File: src/rtl/tdm_slot_demux.sv
// tdm_slot_demux
//   Receive side of a two-slot time-multiplexed link. This block owns the
//   free-running slot timer, drives it to the transmitter, and splits the
//   returned interleaved word stream into two first-word-fall-through FIFOs.
//
//   Slot attribution: the transmitter samples timer value t and returns the
//   word one edge later, so the incoming word belongs to channel ~timer[0]
//   (timer odd -> ch0, timer even -> ch1).
//
// Ports
//   clk, rst_n             clock, asynchronous active-low reset
//   timer                  16-bit free-running slot timer (to transmitter)
//   in_data, in_valid      interleaved word stream from the transmitter
//   chX_data, chX_valid    FIFO head and non-empty flag for channel X
//   chX_ready              consumer accepts chX_data this cycle
//   chX_drops              saturating count of words lost to a full FIFO
module tdm_slot_demux #(
  parameter int WIDTH = 16,
  parameter int DEPTH = 4,
  parameter int CNT_W = 8
) (
  input  logic             clk,
  input  logic             rst_n,
  output logic [15:0]      timer,
  input  logic [WIDTH-1:0] in_data,
  input  logic             in_valid,
  output logic [WIDTH-1:0] ch0_data,
  output logic             ch0_valid,
  input  logic             ch0_ready,
  output logic [WIDTH-1:0] ch1_data,
  output logic             ch1_valid,
  input  logic             ch1_ready,
  output logic [CNT_W-1:0] ch0_drops,
  output logic [CNT_W-1:0] ch1_drops
);

  localparam int AW = $clog2(DEPTH);
  localparam logic [AW:0]    PTR_ONE = 1;
  localparam logic [CNT_W-1:0] CNT_ONE = 1;

  logic [15:0] timer_q;

  always_ff @(posedge clk or negedge rst_n) begin
    if (!rst_n) timer_q <= 16'd0;
    else        timer_q <= timer_q + 16'd1;
  end

  assign timer = timer_q;

  for (genvar c = 0; c < 2; c++) begin : g_ch
    // ch0 owns the odd timer values, ch1 the even ones
    localparam bit ODD_SLOT = (c == 0);

    logic             push;
    logic             ready;
    logic             pop;
    logic             accept;
    logic             empty;
    logic             full;
    logic [AW:0]      wr_ptr;
    logic [AW:0]      rd_ptr;
    logic [WIDTH-1:0] mem [DEPTH];
    logic [WIDTH-1:0] head;
    logic [CNT_W-1:0] drops;

    assign push  = in_valid && (timer_q[0] == ODD_SLOT);
    assign ready = (c == 0) ? ch0_ready : ch1_ready;

    // Extra pointer MSB separates full (MSBs differ) from empty (equal).
    assign empty = (wr_ptr == rd_ptr);
    assign full  = (wr_ptr[AW] != rd_ptr[AW]) &&
                   (wr_ptr[AW-1:0] == rd_ptr[AW-1:0]);

    assign pop = !empty && ready;
    // A full FIFO still takes a word when the head leaves on the same edge.
    assign accept = push && (!full || pop);
    assign head   = mem[rd_ptr[AW-1:0]];

    always_ff @(posedge clk or negedge rst_n) begin
      if (!rst_n) begin
        wr_ptr <= '0;
        rd_ptr <= '0;
        drops  <= '0;
        // Storage is cleared so the head never reads back as X after reset.
        for (int i = 0; i < DEPTH; i++) mem[i] <= '0;
      end else begin
        if (accept) begin
          mem[wr_ptr[AW-1:0]] <= in_data;
          wr_ptr              <= wr_ptr + PTR_ONE;
        end
        if (pop) rd_ptr <= rd_ptr + PTR_ONE;
        if (push && !accept && (drops != '1)) drops <= drops + CNT_ONE;
      end
    end
  end

  assign ch0_data  = g_ch[0].head;
  assign ch0_valid = !g_ch[0].empty;
  assign ch0_drops = g_ch[0].drops;
  assign ch1_data  = g_ch[1].head;
  assign ch1_valid = !g_ch[1].empty;
  assign ch1_drops = g_ch[1].drops;

endmodule

File: config.mk
export PLATFORM = sky130hd
export DESIGN_NAME = tdm_slot_demux
export DESIGN_NICKNAME = d
export VERILOG_FILES = /design/src/rtl/tdm_slot_demux.sv
export SDC_FILE = /design/constraint.sdc
export NUM_CORES = 1
export LEC_CHECK = 0
export CAP_MARGIN = 40
export CELL_PAD_IN_SITES_DETAIL_PLACEMENT = 0
export CELL_PAD_IN_SITES_GLOBAL_PLACEMENT = 2
export CORE_ASPECT_RATIO = 0.75
export CORE_MARGIN = 2
export CORE_UTILIZATION = 44
export DETAILED_ROUTE_END_ITERATION = 12
export PLACE_DENSITY_LB_ADDON = 0.1
export SETUP_SLACK_MARGIN = 0.02
export SKIP_CTS_REPAIR_TIMING = 1
export SYNTH_ARGS = -nofsm -noshare
export SYNTH_HDL_FRONTEND = slang
export SYNTH_SLANG_ARGS = --single-unit
export TNS_END_PERCENT = 5
File: constraint.sdc
create_clock -name clk -period 5.7 [get_ports clk]
set_input_delay 1.71 -clock clk [delete_from_list [all_inputs] [get_ports clk]]
set_output_delay 1.71 -clock clk [all_outputs]
set_load 0.03 [all_outputs]
==> results of run 1 <==
==> cells in the final DEF (no fill, tap or decap), types with 2 or more instances in the layout <==
master and instances:
dfrtp_1 172, mux2_2 95, clkdlybuf4s50_1 85, mux2_4 39, mux4_2 27, xnor2_1 22, xor2_1 17, clkbuf_16 17
nand3_1 14, ha_1 13, nand2_1 10, inv_1 8, nor4_1 7, nand4_1 6, mux4_1 5, and3_1 5
nor3_1 5, inv_6 5, nand2_4 4, clkinv_4 4, and4_1 3, bufinv_16 3, xnor2_2 2, nand3b_1 2
nor2_1 2, nand4_4 2, nand4_2 2, clkinvlp_4 2, buf_16 2, buf_4 2
==> per-layer routing <==
metal	vias up	GRT usage	wire, um
li1	1991	-	-
met1	2249	0.2554	7728
met2	78	0.2758	7412
met3	7	0.05214	785
met4	0	0.03750	98
met5	-	0	0
==> final cells by class <==
cell class,instances,area share
Sequential cell,172,0.4468
Multi-Input combinational cell,289,0.3547
Timing Repair Buffer,92,0.1004
Clock buffer,18,0.04455
Tap cell,242,0.03143
Clock inverter,14,0.01909
Inverter,8,0.003117
==> critical path, delay by kind of cell, from the launching register on <==
family / cells / cell delay [ns]
mux: 1 / 0.52
buf+inv: 2 / 0.95
flops: 1 / 0.85
==> path summary, 6_finish.rpt <==
path                                   start              end  slack (ns)  cells after the start
min in group asynchronous              rst_n     ch1_drops[4]        1.22                      1
hold reg to reg                    timer[15]        timer[15]        0.48                      1
setup / recovery           g_ch[0].rd_ptr[0]     ch0_data[14]        1.25                      3
setup reg to reg           g_ch[0].rd_ptr[0]  g_ch[0].mem[22]        2.62                      5
max in group asynchronous              rst_n  g_ch[0].mem[11]        3.72                      2
hold / removal                     timer[15]        timer[15]        0.48                      1
==> power by group <==
group / switching, W / internal, W
Sequential: 0.000348 / 0.00174
Combinational: 0.00116 / 0.00142
Clock: 0.000509 / 0.000700
==> cells by family after synthesis <==
kind of cell	Yosys count
XOR/XNOR	41
AND/OR/NAND/NOR	66
multiplexers	166
flip-flops	172
buffers and inverters	30
AO/OA/AOI/OAI	3
adder cells (fa/ha/maj)	13
==> metrics by stage <==
stage	power [W]	hold WS [ns]	cells
detailed placement	0.004717	0.4660	803
global placement	0.004626	0.4623	800
floorplan	0.003871	0.4643	491
CTS	0.005961	0.4798	835
finish	0.005880	0.4802	835
global route	0.006198	0.5102	835
==> state kept, by name, indices dropped and copies added, names as in the netlist <==
name         flops
ch1_drops        8
g_ch.rd_ptr      6
ch0_drops        8
g_ch.mem       128
g_ch.wr_ptr      6
timer           16
==> flow_summary.toml, run 1 <==
[layout]
fillers = 1462
ff_latch_area_sq_um = 4304
fin_area_sq_um = 9634
syn2layout_area_growth_pct = 21.51
final_util = 0.5456
drive_gt1_frac = 0.3558
multi_input_area_sq_um = 3417
diodes = 0
final_nets = 614

[timing]
rsz0062_at_grt = "false"
maxSlewViolCount = 0
fin_ws_ns = 1.254
tightest_slew_ns = 0.7774
finClkSkew_ns = 0.01317
fin_crit_sh = 0.7800
slew_headroom = 0.4817
fin_crit_ns = 4.446
fin_setup_tns_ns = 0
hold_violations = 0
fmax_mhz = 224.9
setup_viol = 0

[detailed_routing]
viasPerCell = 5.180
drt-initial-drc-count = 242
drt.antenna.violating_nets = 0
drtPass1Iterations = 4
drc_errors = 0
route.vias.total = 4325
wl_per_cell_um = 19.19
drt-total-wl_mm = 16.03

[worst_hold_path]
hold_class = "reg -> reg"

[worst_setup_path]
crit_path_end_kind = "output pin"
path_cells = "buf_4, mux4_2, clkdlybuf4s50_1"
slowest_stage = "dfrtp_1"
crit_required_ns = 3.99
worstPathMaxFanout = 12
slowest_delay_ns = 0.85
worstPathArrival_ns = 2.74
worstSetupPathType = "reg -> out"
cp-start-kind = "register"

[yosys]
yosysMostFrequentCell = "dfrtp_1"
synth_xor_area_frac = 0.04718
synth_cell_types = 33
synth_top_cell_by_area = "dfrtp_1"
yosys.area.top_type_share = 0.5428
async_reset_ff_frac = 1.000
syn_area_per_cell_sq_um = 16.15
synth_nets = 525
synth_edf_count = 0
syn_area_sq_um = 7929
yosysSeqAreaShare = 0.5428
synth_area_leaders = "dfrtp_1 (54%), mux2_2 (13%), mux4_2 (7.7%)"
synthSimpleGateAreaFrac = 0.05602
synth_fa_ha_area_frac = 0.02051
synth_cells = 491
synth_seq_cells = 172
synth.mux.area_fraction = 0.3020
yosysWarningCount = 0
synth-main-ff-cell = "dfrtp_1"
netlist_top_cells_count = "dfrtp_1 (172), mux2_2 (95), mux2_4 (39)"
synth_top_family_by_area = "multiplexers"
synth-compound-area-share = 0.005208

[cts]
cts_buffers = 17
cts_num_sinks = 172
clk_pin_slew_ns = 0.07
h-tree-depth = 4
clock_path_buffers = 2
cts_root_buffer = "clkbuf_16"
cts_tree = "yes"
clkLatencyLatePin_ns = 0.43

[global_routing]
first_global_vias = 4592
grt_max_degree = 65
grt_pass1_wl_mm = 26.08
grt_usage = 0.1792
grt-ovfl-total = 0
antenna_found_initial = 0

[placed_design]
post_dp_cell_area_sq_um = 9021
dp_hpwl_mm = 10.36
portBuffers = 86
gp_congestion = 0.7410
place_ws_ns = 1.645

[run]
drv_cap = 0

[die]
fp.dieH_um = 120.3
start_util = 0.4491
num_rows = 42
die_w_um = 159.0
io-pin-count = 87
coreArea_sq_um = 17660
dieArea_sq_um = 19120

[status]
outcome = "finished, final reports clean"

[power_and_ir_drop]
leakage_nw = 4.261
ir_drop_mv = 0.3779
powerDensity_nw_per_um2 = 610.3
(Power assumes the default switching activity.)
==> run 2, diff against run 1 <==
--- a/config.mk
+++ b/config.mk
@@ -10,7 +10,7 @@
 export CELL_PAD_IN_SITES_GLOBAL_PLACEMENT = 2
 export CORE_ASPECT_RATIO = 0.75
 export CORE_MARGIN = 2
-export CORE_UTILIZATION = 44
+export CORE_UTILIZATION = 37
 export DETAILED_ROUTE_END_ITERATION = 12
 export PLACE_DENSITY_LB_ADDON = 0.1
 export SETUP_SLACK_MARGIN = 0.02
==> constraint.sdc (replaced) <==
create_clock -name clk -period 3.7 [get_ports clk]
set_input_delay 1.11 -clock clk [delete_from_list [all_inputs] [get_ports clk]]
set_output_delay 1.11 -clock clk [all_outputs]
set_load 0.03 [all_outputs]
==> flow_summary.toml, run 2 (synthesized netlist as in run 1, its figures left out) <==
[layout]
diodes = 0
final_util = 0.4600
drive_gt1_frac = 0.3623
multi_input_area_sq_um = 3417
fin_area_sq_um = 9691
final_cell_mix = "dfrtp_1 (172), mux2_2 (95), clkdlybuf4s50_1 (85)"
largest-register = "g_ch.mem"
fillers = 1874
final_nets = 620
syn2layout_area_growth_pct = 22.22
final_common_cell = "dfrtp_1"
largest_reg_flops = 128
ff_latch_area_sq_um = 4304

[cts]
clock_path_buffers = 2
cts_root_buffer = "clkbuf_16"
h-tree-depth = 4
cts_tree = "yes"
cts_num_sinks = 172
clk_pin_slew_ns = 0.07
clkLatencyLatePin_ns = 0.43
cts_buffers = 17

[worst_setup_path]
cp-start-kind = "register"
worstSetupPathType = "reg -> out"
worstPathArrival_ns = 2.38
crit_required_ns = 2.59
worstPathMaxFanout = 15
crit_path_end_kind = "output pin"

[power_and_ir_drop]
p_seq_frac = 0.349
leakage_nw = 4.266
combPwrFrac = 0.453
clkPwrFrac = 0.198
intPower_w = 0.005889
ir_drop_mv = 0.5996
switching_share = 0.3485
p_sw_w = 0.003150
powerDensity_nw_per_um2 = 932.7

[die]
fp.dieH_um = 130.8
dieArea_sq_um = 22630
start_util = 0.3764
coreArea_sq_um = 21070
num_rows = 46
io-pin-count = 87
die_w_um = 173.0

[worst_hold_path]
hold_class = "reg -> reg"

[run]
drv_cap = 0

[timing]
maxSlewViolCount = 0
slew_headroom = 0.4065
setup_viol = 0
rsz0062_at_grt = "false"
finClkSkew_ns = 0.01380
fmax_mhz = 286.9
tightest_slew_ns = 0.8764
hold_violations = 0
fin_ws_ns = 0.2140
fin_crit_ns = 3.486
fin_setup_tns_ns = 0
fin_crit_sh = 0.9422

[placed_design]
gp_congestion = 0.6825
portBuffers = 86
post_dp_cell_area_sq_um = 9101
dp_hpwl_mm = 11.19
place_ws_ns = 0.5688

[detailed_routing]
drt.antenna.violating_nets = 0
route.vias.total = 4399
wl_per_cell_um = 18.91
drc_errors = 0
drtPass1Iterations = 4
viasPerCell = 4.959
route.layer.met1.wl_mm = 8.291
route.met2.wl_mm = 7.862
drt-initial-drc-count = 213
routed.top_layer = "met4"
wl_met3_um = 462
drt-total-wl_mm = 16.77

[global_routing]
grt_pass1_wl_mm = 27.30
first_global_vias = 4847
grt-ovfl-total = 0
antenna_found_initial = 0
grt_usage = 0.1574
grt_max_degree = 72

[status]
outcome = "finished, final reports clean"
run 2: layer usage:
layer,global-route usage,up-vias
met5,0,-
met4,0.04437,0
met3,0.03530,11
met2,0.2466,52
met1,0.2224,2345
li1,-,1991
run 2: worst paths after layout:
kind | endpoint | slack [ns] | from | cells past startpoint
max | ch1_data[2] | 0.21 | g_ch[1].rd_ptr[0] | 3
min | timer[15] | 0.47 | timer[15] | 1
max reg2reg | g_ch[0].mem[12] | 1.52 | g_ch[0].rd_ptr[0] | 6
min reg2reg | timer[15] | 0.47 | timer[15] | 1
max in group asynchronous | g_ch[0].mem[51] | 2.20 | rst_n | 2
min in group asynchronous | ch0_drops[7] | 0.69 | rst_n | 1
run 2: power by group through the flow:
stage / Sequential, W / Clock, W / Combinational, W
detailed placement: 0.00318 / 0 / 0.00417
global route: 0.00327 / 0.00194 / 0.00435
global placement: 0.00315 / 0 / 0.00411
finish: 0.00315 / 0.00179 / 0.00409
floorplan: 0.00305 / 0 / 0.00292
CTS: 0.00315 / 0.00185 / 0.00418
run 2: area by class of cell:
| class | instances | area share |
|---|---|---|
| Clock buffer | 18 | 0.04429 |
| Clock inverter | 14 | 0.01653 |
| Inverter | 8 | 0.003099 |
| Multi-Input combinational cell | 289 | 0.3526 |
| Sequential cell | 172 | 0.4442 |
| Tap cell | 288 | 0.03719 |
| Timing Repair Buffer | 98 | 0.1021 |
run 2: worst max-delay path, stage by stage (launching register included):
cell             delay, ns
dfrtp_1               0.53
buf_12                0.23
mux4_1                0.56
clkdlybuf4s50_1       0.63
run 2: through the flow:
stage          instances  hold WS, ns  total power (W)
4_1_cts              887       0.4850         0.009191
2_1_floorplan        491       0.4643         0.005964
3_3_place_gp         855       0.4694         0.007252
5_1_grt              887       0.5121         0.009557
6_report             887       0.4717         0.009039
3_5_place_dp         855       0.4756         0.007345
==> run 3, diff against run 2 <==
--- a/config.mk
+++ b/config.mk
@@ -9,7 +9,7 @@
 export CELL_PAD_IN_SITES_DETAIL_PLACEMENT = 0
 export CELL_PAD_IN_SITES_GLOBAL_PLACEMENT = 2
 export CORE_ASPECT_RATIO = 0.75
-export CORE_MARGIN = 2
+export CORE_MARGIN = 8
 export CORE_UTILIZATION = 37
 export DETAILED_ROUTE_END_ITERATION = 12
 export PLACE_DENSITY_LB_ADDON = 0.1
==> flow_summary.toml, run 3 (synthesized netlist as in run 1, its figures left out) <==
[timing]
finClkSkew_ns = 0.01024
fin_setup_tns_ns = 0
setup_viol = 0
fin_crit_ns = 3.481
slew_headroom = 0.4767
hold_violations = 0
tightest_slew_ns = 0.7728
fmax_mhz = 287.3
fin_crit_sh = 0.9408
maxSlewViolCount = 0
fin_ws_ns = 0.2190
rsz0062_at_grt = "false"

[global_routing]
grt_pass1_wl_mm = 27.33
grt_usage = 0.1359
grt-ovfl-total = 0
grt_max_degree = 82
first_global_vias = 4704
antenna_found_initial = 0

[detailed_routing]
drtPass1Iterations = 4
drt-total-wl_mm = 16.86
drt.antenna.violating_nets = 0
viasPerCell = 4.956
drt-initial-drc-count = 179
wl_per_cell_um = 18.94
drc_errors = 0
route.vias.total = 4411

[die]
io-pin-count = 87
num_rows = 46
dieArea_sq_um = 26420
die_w_um = 185.0
fp.dieH_um = 142.8
coreArea_sq_um = 21070
start_util = 0.3764

[power_and_ir_drop]
clkPwrFrac = 0.195
p_sw_w = 0.003213
intPower_w = 0.005782
combPwrFrac = 0.455
leakage_nw = 4.267
p_seq_frac = 0.351
powerDensity_nw_per_um2 = 929.8
switching_share = 0.3572
ir_drop_mv = 0.3742

[placed_design]
portBuffers = 86
dp_hpwl_mm = 11.21
gp_congestion = 0.7067
place_ws_ns = 0.6340

[run]
drv_cap = 0

[worst_setup_path]
worstPathArrival_ns = 2.37
slowest_stage = "mux4_1"
crit_required_ns = 2.59
critPathLaunch = "g_ch[1].rd_ptr[0]"
worstSetupPathType = "reg -> out"
path_cells = "buf_4, mux4_1, clkdlybuf4s50_1"
slowest_delay_ns = 0.64
cp-start-kind = "register"
timing.rr.start = "g_ch[1].rd_ptr[0]"
crit_path_end_kind = "output pin"
worstPathMaxFanout = 19

[layout]
final_nets = 621
final_cell_mix = "dfrtp_1 (172), mux2_2 (95), clkdlybuf4s50_1 (85)"
fillers = 1930
largest-register = "g_ch.mem"
drive_gt1_frac = 0.3633
syn2layout_area_growth_pct = 22.01
final_common_cell = "dfrtp_1"
largest_reg_flops = 128

[cts]
cts_root_buffer = "clkbuf_16"
cts_buffers = 17
h-tree-depth = 4
clock_path_buffers = 2
clkLatencyLatePin_ns = 0.44
cts_num_sinks = 172
clk_pin_slew_ns = 0.07
cts_tree = "yes"

[worst_hold_path]
hp-start = "timer[15]"
hold_class = "reg -> reg"

[status]
outcome = "finished, final reports clean"
-- run 3: changes by cell type in the layout (fill, tap and decap cells not counted) --
cell	delta
bufinv_16	-2
buf_12	-1
clkinv_2	-1
inv_8	+5
buf_4	+2
clkinvlp_4	-2
diode_2	+2
clkinv_8	+1
inv_6	-1
-- run 3: cell type report --
class                           count  area, sq um  share of cell area
Multi-Input combinational cell    289         3417              0.3532
Timing Repair Buffer               99        984.7              0.1018
Antenna cell                        2        5.005           0.0005173
Tap cell                          288        360.3             0.03725
Sequential cell                   172         4304              0.4449
Clock buffer                       18        429.2             0.04436
Clock inverter                     14        143.9             0.01487
Inverter                            8        30.03            0.003104
-- run 3: path summary, 6_finish.rpt --
path / end / slack, ns / cells after the start
worst max-delay path: ch1_data[14] / 0.22 / 3
worst min-delay path: timer[15] / 0.47 / 1
worst max register to register: g_ch[1].mem[53] / 1.60 / 5
worst min register to register: timer[15] / 0.47 / 1
max in group asynchronous: g_ch[1].mem[47] / 2.14 / 2
min in group asynchronous: ch0_drops[7] / 0.72 / 1
-- run 3: power groups by stage --
| stage | sequential (W) | clock [W] | combinational, W |
|---|---|---|---|
| 6_report | 0.00315 | 0.00175 | 0.00409 |
| 4_1_cts | 0.00316 | 0.00180 | 0.00417 |
| 2_1_floorplan | 0.00305 | 0 | 0.00292 |
| 3_5_place_dp | 0.00318 | 0 | 0.00416 |
| 5_1_grt | 0.00327 | 0.00190 | 0.00435 |
| 3_3_place_gp | 0.00316 | 0 | 0.00411 |
-- run 3: layer usage --
layer	GRT usage	vias up	part of all wire
li1	-	2004	-
met1	0.1802	2333	0.48
met2	0.2103	58	0.47
met3	0.04087	16	0.039
met4	0.04412	0	0.013
met5	0	-	0
-- run 3: critical path: cells and delay by family (launching register included) --
kind     cells  cell delay [ns]
buf+inv      2             0.97
flops        1             0.33
mux          1             0.64
-- run 3: per-stage QoR --
step	cells	hold slack (ns)	util	power (W)	cell area, sq um
floorplan	491	0.4643	-	0.005964	7929
global placement	856	0.4625	0.4318	0.007269	9096
detailed placement	856	0.4648	0.4318	0.007337	9096
CTS	888	0.4764	0.4590	0.009133	9669
global route	888	0.5179	0.4590	0.009515	9669
finish	890	0.4697	0.4593	0.008995	9674
